--- src/rtl/axi_burst_writer.sv ---
// AXI4 INCR write-burst issuer: one chunk of fixed-length bursts per start pulse, with B tracking.
// Optional BRESP error counter is built when AXI_WR_BRESP_CNT_EN is defined.
module axi_burst_writer #(
    parameter int DATA_WIDTH      = 64,
    parameter int BURST_LENGTH    = 15,
    parameter int MAX_OUTSTANDING = 4
) (
    input  logic                    clk,
    input  logic                    rstn,
    input  logic                    start,
    input  logic [31:0]             addr,
    input  logic [31:0]             nbursts,
    output logic                    busy,
    output logic                    done,
    output logic                    err,
    output logic [15:0]             err_cnt,
    input  logic [DATA_WIDTH-1:0]   s_data,
    input  logic                    s_valid,
    output logic                    s_ready,
    output logic [31:0]             m_awaddr,
    output logic [7:0]              m_awlen,
    output logic [2:0]              m_awsize,
    output logic [1:0]              m_awburst,
    output logic                    m_awvalid,
    input  logic                    m_awready,
    output logic [DATA_WIDTH-1:0]   m_wdata,
    output logic [DATA_WIDTH/8-1:0] m_wstrb,
    output logic                    m_wlast,
    output logic                    m_wvalid,
    input  logic                    m_wready,
    input  logic [1:0]              m_bresp,
    input  logic                    m_bvalid,
    output logic                    m_bready
);

    localparam int BYTES_PER_BEAT  = DATA_WIDTH / 8;
    localparam int BYTES_PER_BURST = (BURST_LENGTH + 1) * BYTES_PER_BEAT;
    localparam int BURST_SHIFT     = $clog2(BYTES_PER_BURST);

    localparam logic [31:0] ADDR_MASK   = ~((32'd1 << BURST_SHIFT) - 32'd1);
    localparam logic [31:0] BURST_BYTES = 32'(BYTES_PER_BURST);
    localparam logic [7:0]  LAST_BEAT   = 8'(BURST_LENGTH);
    localparam logic [2:0]  AW_SIZE     = 3'($clog2(BYTES_PER_BEAT));
    localparam logic [24:0] MAX_OUT     = 25'(MAX_OUTSTANDING);

    typedef enum logic {
        S_IDLE = 1'b0,
        S_RUN  = 1'b1
    } state_t;

    state_t      state_q, state_d;
    logic [31:0] awaddr_q, awaddr_d;
    logic [24:0] nb_q, nb_d;
    logic [24:0] aw_cnt_q, aw_cnt_d;
    logic [24:0] w_cnt_q, w_cnt_d;
    logic [24:0] b_cnt_q, b_cnt_d;
    logic [7:0]  beat_q, beat_d;
    logic        err_q, err_d;
    logic        done_q, done_d;

    logic        start_idle;
    logic        start_go;
    logic        start_zero;
    logic        aw_hs;
    logic        w_hs;
    logic        b_hs;
    logic        b_err;
    logic        last_b;
    logic        w_ok;
    logic        unused_nb_hi;

    assign unused_nb_hi = ^nbursts[31:25];

    assign start_idle = start && (state_q == S_IDLE);
    assign start_go   = start_idle && (nbursts[24:0] != 25'd0);
    assign start_zero = start_idle && (nbursts[24:0] == 25'd0);

    assign aw_hs  = m_awvalid && m_awready;
    assign w_hs   = m_wvalid && m_wready;
    assign b_hs   = m_bvalid && m_bready;
    assign b_err  = b_hs && (m_bresp != 2'b00);
    assign last_b = b_hs && ((b_cnt_q + 25'd1) == nb_q);

    always_ff @(posedge clk) begin
        if (!rstn) begin
            state_q <= S_IDLE;
        end else begin
            state_q <= state_d;
        end
    end

    always_comb begin
        state_d = state_q;
        case (state_q)
            S_IDLE:  if (start_go) state_d = S_RUN;
            S_RUN:   if (last_b)   state_d = S_IDLE;
            default: state_d = S_IDLE;
        endcase
    end

    // W is only allowed for bursts whose AW has already been accepted.
    always_comb begin
        busy      = (state_q == S_RUN);
        w_ok      = (state_q == S_RUN) && (w_cnt_q < aw_cnt_q);
        m_awvalid = (state_q == S_RUN) && (aw_cnt_q < nb_q)
                    && ((aw_cnt_q - b_cnt_q) < MAX_OUT);
        m_bready  = (state_q == S_RUN);
        m_wvalid  = s_valid && w_ok;
        s_ready   = m_wready && w_ok;
    end

    always_comb begin
        awaddr_d = awaddr_q;
        nb_d     = nb_q;
        aw_cnt_d = aw_cnt_q;
        w_cnt_d  = w_cnt_q;
        b_cnt_d  = b_cnt_q;
        beat_d   = beat_q;
        err_d    = err_q;
        done_d   = last_b || start_zero;
        if (start_idle) begin
            awaddr_d = addr & ADDR_MASK;
            nb_d     = nbursts[24:0];
            aw_cnt_d = 25'd0;
            w_cnt_d  = 25'd0;
            b_cnt_d  = 25'd0;
            beat_d   = 8'd0;
            err_d    = 1'b0;
        end else begin
            if (aw_hs) begin
                aw_cnt_d = aw_cnt_q + 25'd1;
                awaddr_d = awaddr_q + BURST_BYTES;
            end
            if (w_hs) begin
                if (beat_q == LAST_BEAT) begin
                    beat_d  = 8'd0;
                    w_cnt_d = w_cnt_q + 25'd1;
                end else begin
                    beat_d  = beat_q + 8'd1;
                end
            end
            if (b_hs) begin
                b_cnt_d = b_cnt_q + 25'd1;
            end
            if (b_err) begin
                err_d = 1'b1;
            end
        end
    end

    always_ff @(posedge clk) begin
        if (!rstn) begin
            awaddr_q <= 32'd0;
            nb_q     <= 25'd0;
            aw_cnt_q <= 25'd0;
            w_cnt_q  <= 25'd0;
            b_cnt_q  <= 25'd0;
            beat_q   <= 8'd0;
            err_q    <= 1'b0;
            done_q   <= 1'b0;
        end else begin
            awaddr_q <= awaddr_d;
            nb_q     <= nb_d;
            aw_cnt_q <= aw_cnt_d;
            w_cnt_q  <= w_cnt_d;
            b_cnt_q  <= b_cnt_d;
            beat_q   <= beat_d;
            err_q    <= err_d;
            done_q   <= done_d;
        end
    end

`ifdef AXI_WR_BRESP_CNT_EN
    logic [15:0] err_cnt_q, err_cnt_d;

    always_comb begin
        err_cnt_d = err_cnt_q;
        if (start_idle) begin
            err_cnt_d = 16'd0;
        end else if (b_err && (err_cnt_q != 16'hFFFF)) begin
            err_cnt_d = err_cnt_q + 16'd1;
        end
    end

    always_ff @(posedge clk) begin
        if (!rstn) begin
            err_cnt_q <= 16'd0;
        end else begin
            err_cnt_q <= err_cnt_d;
        end
    end

    assign err_cnt = err_cnt_q;
`else
    assign err_cnt = 16'h0000;
`endif

    assign done      = done_q;
    assign err       = err_q;
    assign m_awaddr  = awaddr_q;
    assign m_awlen   = LAST_BEAT;
    assign m_awsize  = AW_SIZE;
    assign m_awburst = 2'b01;
    assign m_wdata   = s_data;
    assign m_wstrb   = '1;
    assign m_wlast   = (beat_q == LAST_BEAT);

endmodule

--- config.mk ---
export PLATFORM = sky130hd
export DESIGN_NAME = axi_burst_writer
export DESIGN_NICKNAME = d
export VERILOG_FILES = /design/src/rtl/axi_burst_writer.sv
export SDC_FILE = /design/constraint.sdc
export NUM_CORES = 1
export LEC_CHECK = 0
export BUFFER_PORTS_ARGS = -buffer_cell sky130_fd_sc_hd__buf_4
export CORE_ASPECT_RATIO = 0.7
export CORE_UTILIZATION = 45
export CTS_CLUSTER_DIAMETER = 200
export DETAILED_ROUTE_END_ITERATION = 10
export GPL_TIMING_DRIVEN = 0
export PLACE_DENSITY = 0.69
export SLEW_MARGIN = 20
export SYNTH_ARGS = -nofsm -noshare
export SYNTH_HDL_FRONTEND = slang
export SYNTH_SLANG_ARGS = --single-unit
--- constraint.sdc ---
create_clock -name clk -period 6.4 [get_ports clk]
set_input_delay 0.64 -clock clk [delete_from_list [all_inputs] [get_ports clk]]
set_output_delay 0.64 -clock clk [all_outputs]
set_load 0.005 [all_outputs]
==> impl_results.md, run 1 <==
* Status: completed
* Total die area at 24,900 um^2
* Core area at 23,800 um^2
* Finished Cell Area at 13,300 um^2
* Post CTS Setup Buffer Count at 0
* Yosys cell types at 71
* Crit path time final at 5.67 ns
* Max incr delay on CP at 0.60 ns
* Tot Pwr at 0.00229 W
* Cells after synthesis at 1,469
* Max Fanout on Critical Path at 10
* Ys flop type: dfxtp_1
* Vias in the first global route at 9,949
* Filler cells at 2,309
* Max-cap viol count at 0
* Async SR Flop Fraction at 0%
* Worst min-delay path category: input pin to flip-flop
* # clock sinks at 136
* Required time worst endpoint at 5.76 ns
* Total I/O pin count at 278
* WS Path Type: flip-flop to primary output
* Routed len/inst at 18.1 um
* Hold Buf Count CTS at 0
* Total CTS buffers at 17
* RSZ-0062 raised after global routing: no
* H-tree lvl count at 4
* Layout cell share with drive strength beyond 1 at 19.0%
* Worst path slowest cell: nor4_1
* Crit start category: flip-flop
* Reg2reg end: m_awaddr[28]$_SDFFE_PN0P_
* CTS tree: done
* Fmax at 176 MHz
* Sequential share of the synthesized area at 24.9%
* Maximum vdd drop at 0.187 mV
* Die H at 132 um
* Largest net degree at the start of global routing at 17
* Worst setup path end: m_awvalid
* Crit path launch: b_cnt_q[8]$_SDFFE_PP0P_
* Via density at 5.68
* Reg-to-Reg Start: b_cnt_q[14]$_SDFFE_PP0P_
* Initial DRC Count at 1,123
* Total GRT Usage at 28.6%
* Synthesized area per cell at 7.44 um^2
* Total number of vias at 11,500
* Clock buffer depth at 2
* Pwr per Cell Area at 173 nW/um^2
* Drt first pass iters at 7
* Worst Skew at 0.0129 ns
* Worst-path clk slew at 0.06 ns
* Post_cts resized at 0
* Reg area at 2720 um^2
* Initial antenna violation count at 0
* Setup crit end kind: primary output
* Fin Hold WS at 0.437 ns
* Final ANT Viol Nets at 0
* Drt total wl at 36.6 mm
* Total leakage power at 5.49 nW
* Buffers on Ports at 154
* R2R setup slack at 1.28 ns
* Multi-input logic area at 6960 um^2
* Antenna diode count at 0
* Rows at 47
* Worst-case reg-to-reg path depth at 14
* Setup_tns at 0 ns
* Critical path data arrival time at 5.03 ns
* Yosys Warn Count at 0
* # DRC at 0
* Worst Tran Pin Value at 1.04 ns
* Setup violations, final at 0
* Fin. Hold Viols at 0
* Grt ovf at 0
* Post-synth EDFFs at 0
* Syn-to-layout area delta at 21.3%
* Max_slew headroom at 30.3%
* Routability congestion estimate from global placement at 1.01
* Starting Density at 46.0%
* Cell Chain, Critical Path: clkbuf_1 > inv_1 > ha_1 > clkbuf_1 > a21oi_1 > o21a_1 > nor2_1 > nor4_1 > o211ai_1 > or4_1 > nor3_1 > or3b_1 > nor3_1 > buf_4
* Max-slew violations at 0
* First-pass GRT wire length at 55.3 mm
* Worst skew pair latency at 0.45 ns
* Cell area after synthesis at 10,900 um^2
* Root buffer cell: clkbuf_16
* Final #Nets at 1,900
* Horiz. Die Dim at 188 um
* Placed instance area at 12,700 um^2
* Yosys reg bits at 136
* Fin crit share at 88.5%
* DPL Wire Length at 29.3 mm
-- routing by layer --
layer,vias to the layer above,wire (um),GRT usage [%]
met1,5376,17900,44.5
met2,525,14100,37.5
li1,5520,-,-
met5,-,0,0
met3,45,4040,8.22
met4,0,520,6.81
-- cells in the mapped netlist (all sizes together), types with 3 or more instances --
master	number	area share (%)
or4	8	0.55
xnor2	59	4.7
nand2b	8	0.46
and2	9	0.51
o2111ai	4	0.32
or3b	3	0.24
o211ai	7	0.48
o41ai	3	0.24
a31o	3	0.24
o31ai	6	0.41
nor4b	7	0.62
a21o	16	1.1
o31a	4	0.32
o21a	9	0.62
dfxtp	136	25
nor3b	4	0.27
a31oi	9	0.51
nor4	37	2.2
mux2i	32	2.9
a21boi	27	1.9
o21ai	75	3.4
o311ai	4	0.32
buf	119	8.0
a211oi	15	1.0
a21oi	84	3.8
a32oi	7	0.56
inv	91	3.1
nand3	54	2.5
nand4	37	2.2
o21bai	3	0.21
xor2	15	1.2
nand2	193	6.6
nand4b	8	0.64
or2	5	0.29
nor2b	7	0.40
and4b	4	0.37
ha	76	8.7
nor3	40	1.8
a2111o	4	0.41
and3	24	1.4
or3	38	2.2
and4	5	0.40
nor2	84	2.9
a2111oi	5	0.42
clkbuf	59	2.0
-- cell families after synthesis --
logic type	synth area share (%)
adders and majority gates	8.70
buffers and inverters	13.2
other	0.0687
muxes	3.14
DFF	24.9
and+or+nand+nor	26.7
xor gates and xnor gates	5.93
AOI/OAI and AO/OA	17.4
-- flip-flops by register name (all words and copies together), names as in the netlist --
| signal | flops |
|---|---|
| b_cnt_q | 25 |
| aw_cnt_q | 25 |
| m_awaddr | 25 |
| nb_q | 25 |
| busy | 1 |
| beat_q | 8 |
| err | 1 |
| done | 1 |
| w_cnt_q | 25 |
-- critical path, delay by kind of cell (launching register included) --
family	cells	cell delay, ns
buffers and inverters	4	0.86
DFF	1	0.31
and+or+nand+nor	6	2.36
adders and majority gates	1	0.29
AOI/OAI and AO/OA	3	0.75
-- final cells by class --
cell class                 count  share of cell area (%)
multi-input combinational   1105                    52.4
sequential                   136                    20.5
timing repair buffer         157                    8.85
buffer                       178                    8.25
clock buffer                  18                    3.23
tap                          318                    3.00
inverter                      92                    2.60
clock inverter                14                    1.12
-- cell usage in the layout, fill, tap and decap left out, types with 15 or more instances in the layout --
cell type,netlist,final
a211oi_1,15,15
a21boi_0,27,27
a21o_1,16,16
a21oi_1,84,84
and3_1,24,24
buf_4,110,265
clkbuf_1,59,60
clkbuf_16,0,17
conb_1,2,44
dfxtp_1,136,136
ha_1,76,76
inv_1,91,91
mux2i_1,32,32
nand2_1,193,193
nand3_1,54,54
nand4_1,36,36
nor2_1,84,84
nor3_1,40,40
nor4_1,36,33
o21ai_0,74,74
or3_1,38,38
xnor2_1,59,59
xor2_1,15,15
-- metrics by stage --
stage / setup slack (ns) / instances / util, %
after floorplan: 2.55 / 1511 / -
after global placement: 1.54 / 1983 / 53.2
after detailed placement: 1.60 / 1985 / 53.4
after CTS: 1.11 / 2017 / 55.8
after global routing: 0.700 / 2018 / 55.8
final: 0.733 / 2018 / 55.8
-- worst min-delay path by stage --
stage                startpoint                   endpoint  slack (ns)  depth (start not counted)
3_3_place_gp   err$_SDFFE_PP0P_           err$_SDFFE_PP0P_        0.44                          2
3_5_place_dp   err$_SDFFE_PP0P_           err$_SDFFE_PP0P_        0.44                          2
4_1_cts                addr[17]  m_awaddr[17]$_SDFFE_PN0P_        0.43                          3
5_1_grt                addr[17]  m_awaddr[17]$_SDFFE_PN0P_        0.44                          3
6_report               addr[17]  m_awaddr[17]$_SDFFE_PN0P_        0.44                          3
2_1_floorplan  err$_SDFFE_PP0P_           err$_SDFFE_PP0P_        0.44                          2
-- power breakdown --
group / internal [W] / total (W) / switching, W
Combinational: 0.000187 / 0.000386 / 0.000199
Sequential: 0.000873 / 0.000909 / 0.0000364
Clock: 0.000576 / 0.00100 / 0.000424
Total: 0.00164 / 0.00229 / 0.000659
Note: power is estimated with default switching activity, not from simulation.
==> run 2, diff against run 1 <==
- RECOVER_POWER: unset -> 50
==> run 2 against run 1 <==
  * Largest power group unchanged
  * First-iteration DRC count grew 0.45%
  * Critical endpoint unchanged
  * Utilization decreased by 0.11 points
  * Fmax increased by 0.68%
==> impl_results.md, run 2 (same netlist as run 1, synthesis figures left out) <==
* Post-route insts no fill at 2,018 (unchanged)
* Drt total wl at 36.5 mm (-0.25%)
* Status: completed
* Setup_tns at 0 ns (unchanged)
* # clock sinks at 136 (unchanged)
* Worst-path clk slew at 0.06 ns (about the same)
* Max incr delay on CP at 0.61 ns (about the same)
* Post_cts resized at 0 (unchanged)
* Die H at 132 um (unchanged)
* Utilization after layout at 55.7% (-0.11 points)
* Final worst setup slack at 0.771 ns (+0.0385 ns)
* Fin crit share at 87.9% (-0.60 points)
* DP Cell Count at 1,985 (unchanged)
* Hold Buf Count CTS at 0 (unchanged)
* RSZ-0062 raised after global routing: no
* Total leakage power at 5.44 nW (-0.92%)
* Max_slew headroom at 35.4% (+5.1 points)
* Total GRT Usage at 28.6% (unchanged)
* Total I/O pin count at 278 (unchanged)
* Grt ovf at 0 (unchanged)
* # DRC at 0 (unchanged)
* First-pass GRT wire length at 55.3 mm (unchanged)
* Worst Tran Pin Value at 0.960 ns (-0.0760 ns)
* Post CTS Setup Buffer Count at 0 (unchanged)
* Max-cap viol count at 0 (unchanged)
* Routability congestion estimate from global placement at 1.01 (unchanged)
* Cell Chain, Critical Path: clkbuf_1 > inv_1 > ha_1 > clkbuf_1 > a21oi_1 > o21a_1 > nor2_1 > nor4_1 > o211ai_1 > or4_1 > nor3_1 > or3b_1 > nor3_1 > buf_4
* Crit start category: flip-flop
* Rows at 47 (unchanged)
* Buffers on Ports at 154 (unchanged)
* Total CTS buffers at 17 (unchanged)
* Worst skew pair latency at 0.44 ns (about the same)
* Fin. Hold Viols at 0 (unchanged)
* Via density at 5.67 (-0.15%)
* WHS Endpoint: m_awaddr[17]$_SDFFE_PN0P_
* Syn-to-layout area delta at 21.1%
* Critical path data arrival time at 4.99 ns (-0.04 ns)
* Final #Nets at 1,900 (unchanged)
* Worst min-delay path category: input pin to flip-flop
* Crit path time final at 5.63 ns (-0.0385 ns)
* Drt first pass iters at 6 (-1)
* Setup violations, final at 0 (unchanged)
* Reg2reg end: aw_cnt_q[1]$_SDFFE_PP0P_
* Worst-case reg-to-reg path depth at 15 (+1)
* Required time worst endpoint at 5.76 ns (about the same)
* Root buffer cell: clkbuf_16
* WS Path Type: flip-flop to primary output
* DPL Wire Length at 29.3 mm (unchanged)
* DP Worst Slack at 1.60 ns (unchanged)
* Final ANT Viol Nets at 0 (unchanged)
* Vias in the first global route at 9,949 (unchanged)
* Most common cell after layout, fill and taps aside: nand2_1
* Total number of vias at 11,400 (-0.15%)
* Setup crit end kind: primary output
* Maximum vdd drop at 0.186 mV (-0.23%)
* Starting Density at 46.0% (unchanged)
* Total die area at 24,900 um^2 (unchanged)
* Hold path cells at 3 (unchanged)
* H-tree lvl count at 4 (unchanged)
* Initial antenna violation count at 0 (unchanged)
* Max Fanout on Critical Path at 10 (unchanged)
* Initial DRC Count at 1,128 (+0.45%)
* Reg-to-Reg Start: b_cnt_q[14]$_SDFFE_PP0P_
* Core area at 23,800 um^2 (unchanged)
* Clock buffer depth at 2 (unchanged)
* Most frequent cells in the layout: 193 x nand2_1, 172 x buf_4, 136 x dfxtp_1
* Fmax at 178 MHz (+0.68%)
* Hold Crit Start: addr[17]
* Largest net degree at the start of global routing at 17 (unchanged)
* Horiz. Die Dim at 188 um (unchanged)
* R2R setup slack at 1.32 ns (+0.04 ns)
* Worst Skew at 0.0122 ns (-0.000750 ns)
* Crit path launch: b_cnt_q[8]$_SDFFE_PP0P_
* Routed len/inst at 18.1 um (-0.25%)
* Layout cell share with drive strength beyond 1 at 18.6% (-0.41 points)
* Pwr per Cell Area at 173 nW/um^2 (about the same)
* CTS tree: done
* Max-slew violations at 0 (unchanged)
* Antenna diode count at 0 (unchanged)
* Worst path slowest cell: nor4_1
run 2: changes by cell type in the layout (fill, tap and decap cells not counted), sizes merged:
cell / change
buf: -95
clkbuf: +95
run 2: final cells by class:
class | instances | area (um^2)
Buffer | 178 | 1090
Clock buffer | 18 | 429
Clock inverter | 14 | 149
Fill cell | 2314 | 10500
Inverter | 92 | 345
Multi-Input combinational cell | 1105 | 6960
Sequential cell | 136 | 2720
Tap cell | 318 | 398
Timing Repair Buffer | 157 | 1150
run 2: critical path, delay by kind of cell (launching register included):
kind                       cells  cell delay, ns
buffers and inverters          4            0.87
AOI/OAI and AO/OA              3            0.75
adders and majority gates      1            0.29
DFF                            1            0.31
and+or+nand+nor                6            2.32
run 2: routing by layer:
layer  up-vias  routed length, um  global-route usage, %
li1       5511                  -                      -
met1      5363              18000                   44.5
met2       535              14200                   37.5
met3        40               3880                   8.22
met4         0                483                   6.81
met5         -                  0                      0
run 2: how the worst max path moves through the flow:
stage / end / cells after the start
global route: m_awvalid / 14
CTS: m_awvalid / 14
global placement: m_awvalid / 14
finish: m_awvalid / 14
floorplan: m_awvalid / 13
detailed placement: m_awvalid / 14
run 2: power by group:
part	leakage [nW]	switching (W)	internal [W]
clock	0.278	0.000424	0.000576
sequential	1.11	0.0000361	0.000873
combinational	4.05	0.000198	0.000181
run 2: metrics by stage:
step / total power [W] / hold slack, ns / instance area [um^2]
finish: 0.00229 / 0.437 / 13200
global route: 0.00237 / 0.443 / 13200
CTS: 0.00229 / 0.428 / 13300
detailed placement: 0.00130 / 0.438 / 12700
global placement: 0.00129 / 0.436 / 12600
floorplan: 0.00113 / 0.442 / 11100
==> run 3, diff against run 2 <==
- CORE_UTILIZATION: 45 -> 39
- PLACE_DENSITY: 0.69 -> unset
==> run 3 against run 2 <==
  * Via count down 1.0%
  * Register-to-register slack improved by 0.03 ns
  * Setup slack improved by 0.095 ns
  * Largest power group unchanged
  * Die area grew 15%
  * Clock power about the same
==> impl_results.md, run 3 (same netlist as run 1, synthesis figures left out) <==
* Via density at 5.49 (-3.2%)
* Combinational share of power at 16.8% (+0.2 points)
* Max-slew violations at 0 (unchanged)
* Worst Skew at 0.0113 ns (-0.000850 ns)
* Sw frac at 28.8% (+0.035 points)
* Pwr per Cell Area at 170 nW/um^2 (-1.6%)
* Grt ovf at 0 (unchanged)
* Post CTS Setup Buffer Count at 0 (unchanged)
* Reg-to-Reg Start: b_cnt_q[14]$_SDFFE_PP0P_
* Pint at 0.00161 W (-1.5%)
* Max Fanout on Critical Path at 9 (-1)
* Starting Density at 40.3% (-5.8 points)
* Worst skew pair latency at 0.44 ns (about the same)
* Setup crit end kind: primary output
* Total I/O pin count at 278 (unchanged)
* RSZ-0062 raised after global routing: no
* Final #Nets at 1,899 (-0.053%)
* Max_slew headroom at 30.9% (-4.5 points)
* WS Path Type: flip-flop to primary output
* Total die area at 28,700 um^2 (+15%)
* Total leakage power at 5.43 nW (-0.16%)
* Total number of vias at 11,300 (-1.0%)
* Post-route insts no fill at 2,063 (+2.2%)
* Buffers on Ports at 154 (unchanged)
* Worst min-delay path category: input pin to flip-flop
* Hold Crit Start: addr[15]
* Worst-path clk slew at 0.06 ns (about the same)
* First-pass GRT wire length at 56.9 mm (+2.9%)
* Die H at 142 um (+7.3%)
* Fin Hold WS at 0.440 ns (+0.00285 ns)
* Setup violations, final at 0 (unchanged)
* Maximum vdd drop at 0.163 mV (-13%)
* Initial DRC Count at 1,071 (-5.1%)
* Antenna diode count at 0 (unchanged)
* Total CTS buffers at 17 (unchanged)
* Status: completed
* Vias in the first global route at 9,825 (-1.2%)
* Largest net degree at the start of global routing at 17 (unchanged)
* Root buffer cell: clkbuf_16
* Clock buffer depth at 2 (unchanged)
* Most frequent cells in the layout: 193 x nand2_1, 172 x buf_4, 136 x dfxtp_1
* Fin crit share at 86.5% (-1.5 points)
* Final ANT Viol Nets at 0 (unchanged)
* Horiz. Die Dim at 202 um (+7.3%)
* Clock power share at 42.9% (-0.8 points)
* H-tree lvl count at 4 (unchanged)
* Drt total wl at 37.4 mm (+2.3%)
* Critical path data arrival time at 4.89 ns (-0.10 ns)
* Setup_tns at 0 ns (unchanged)
* Initial antenna violation count at 0 (unchanged)
* CTS tree: done
* Switching power at 0.000650 W (-1.3%)
* Core area at 27,200 um^2 (+14%)
* Fmax at 181 MHz (+1.7%)
* Required time worst endpoint at 5.76 ns (about the same)
* Max-cap viol count at 0 (unchanged)
* Syn-to-layout area delta at 21.3%
* Crit path time final at 5.53 ns (-0.0948 ns)
* Routed len/inst at 18.1 um (about the same)
* Crit path launch: b_cnt_q[14]$_SDFFE_PP0P_
* Post_cts resized at 0 (unchanged)
* # clock sinks at 136 (unchanged)
* # DRC at 0 (unchanged)
* Fin. Hold Viols at 0 (unchanged)
* Worst Tran Pin Value at 1.03 ns (+0.0674 ns)
* Sequential Power Share at 40.3% (+0.6 points)
* Routability congestion estimate from global placement at 0.948 (-6.0%)
* Most common cell after layout, fill and taps aside: nand2_1
* Hold Buf Count CTS at 0 (unchanged)
* Rows at 50 (+6.4%)
* Layout cell share with drive strength beyond 1 at 18.5% (-0.11 points)
* Total GRT Usage at 25.8% (-2.9 points)
* DPL Wire Length at 30.1 mm (+2.8%)
* Drt first pass iters at 5 (-1)
* Crit start category: flip-flop
* DP Cell Count at 2,031 (+2.3%)
[run 3: path summary, 6_finish.rpt]
path	cells past startpoint	slack, ns	endpoint
hold / removal	3	0.44	m_awaddr[15]$_SDFFE_PN0P_
hold reg to reg	2	0.45	err$_SDFFE_PP0P_
setup reg to reg	15	1.35	aw_cnt_q[1]$_SDFFE_PP0P_
setup / recovery	13	0.87	m_awvalid
[run 3: per-layer routing]
layer  global-route usage [%]  up-vias  share of wire, %
met1                     40.5     5306                50
li1                         -     5492                 -
met3                     7.28       30                11
met5                        0        -                 0
met4                     5.74        0               1.3
met2                     33.3      501                38
[run 3: cell type report]
class | instances | area (um^2)
inverters | 92 | 345
clock inverters | 12 | 101
multi-input cells | 1105 | 6950
repair buffers | 156 | 1140
plain buffers | 178 | 1090
flip-flops and latches | 136 | 2720
well taps | 364 | 455
clock buffers | 20 | 457
fillers | 2674 | 13900
[run 3: per-stage QoR]
step | worst slack (ns) | total power, W | utilization, % | instance area [um^2]
after detailed placement | 1.46 | 0.00130 | 46.9 | 12700
after global placement | 1.39 | 0.00130 | 46.8 | 12700
after CTS | 0.988 | 0.00227 | 49.0 | 13300
final | 0.866 | 0.00226 | 48.9 | 13300
after global routing | 0.711 | 0.00234 | 48.9 | 13300
after floorplan | 2.55 | 0.00113 | - | 11100
[run 3: worst max-delay path, cell delays in order, from the launching register on]
cell and delay (ns):
dfxtp_1 0.49, inv_1 0.17, ha_1 0.30, clkbuf_1 0.25, nand2_1 0.25, o21a_1 0.18, o22ai_1 0.15, nor4_1 0.65
o211ai_1 0.30, or4_1 0.62, nor3_1 0.31, or3b_1 0.38, nor3_1 0.25, buf_4 0.16
[run 3: power by group through the flow]
stage	logic [W]	registers (W)	clock network [W]
detailed placement	0.000376	0.000927	0
floorplan	0.000215	0.000917	0
global route	0.000411	0.000912	0.00102
global placement	0.000374	0.000927	0
CTS	0.000378	0.000908	0.000981
finish	0.000379	0.000909	0.000967
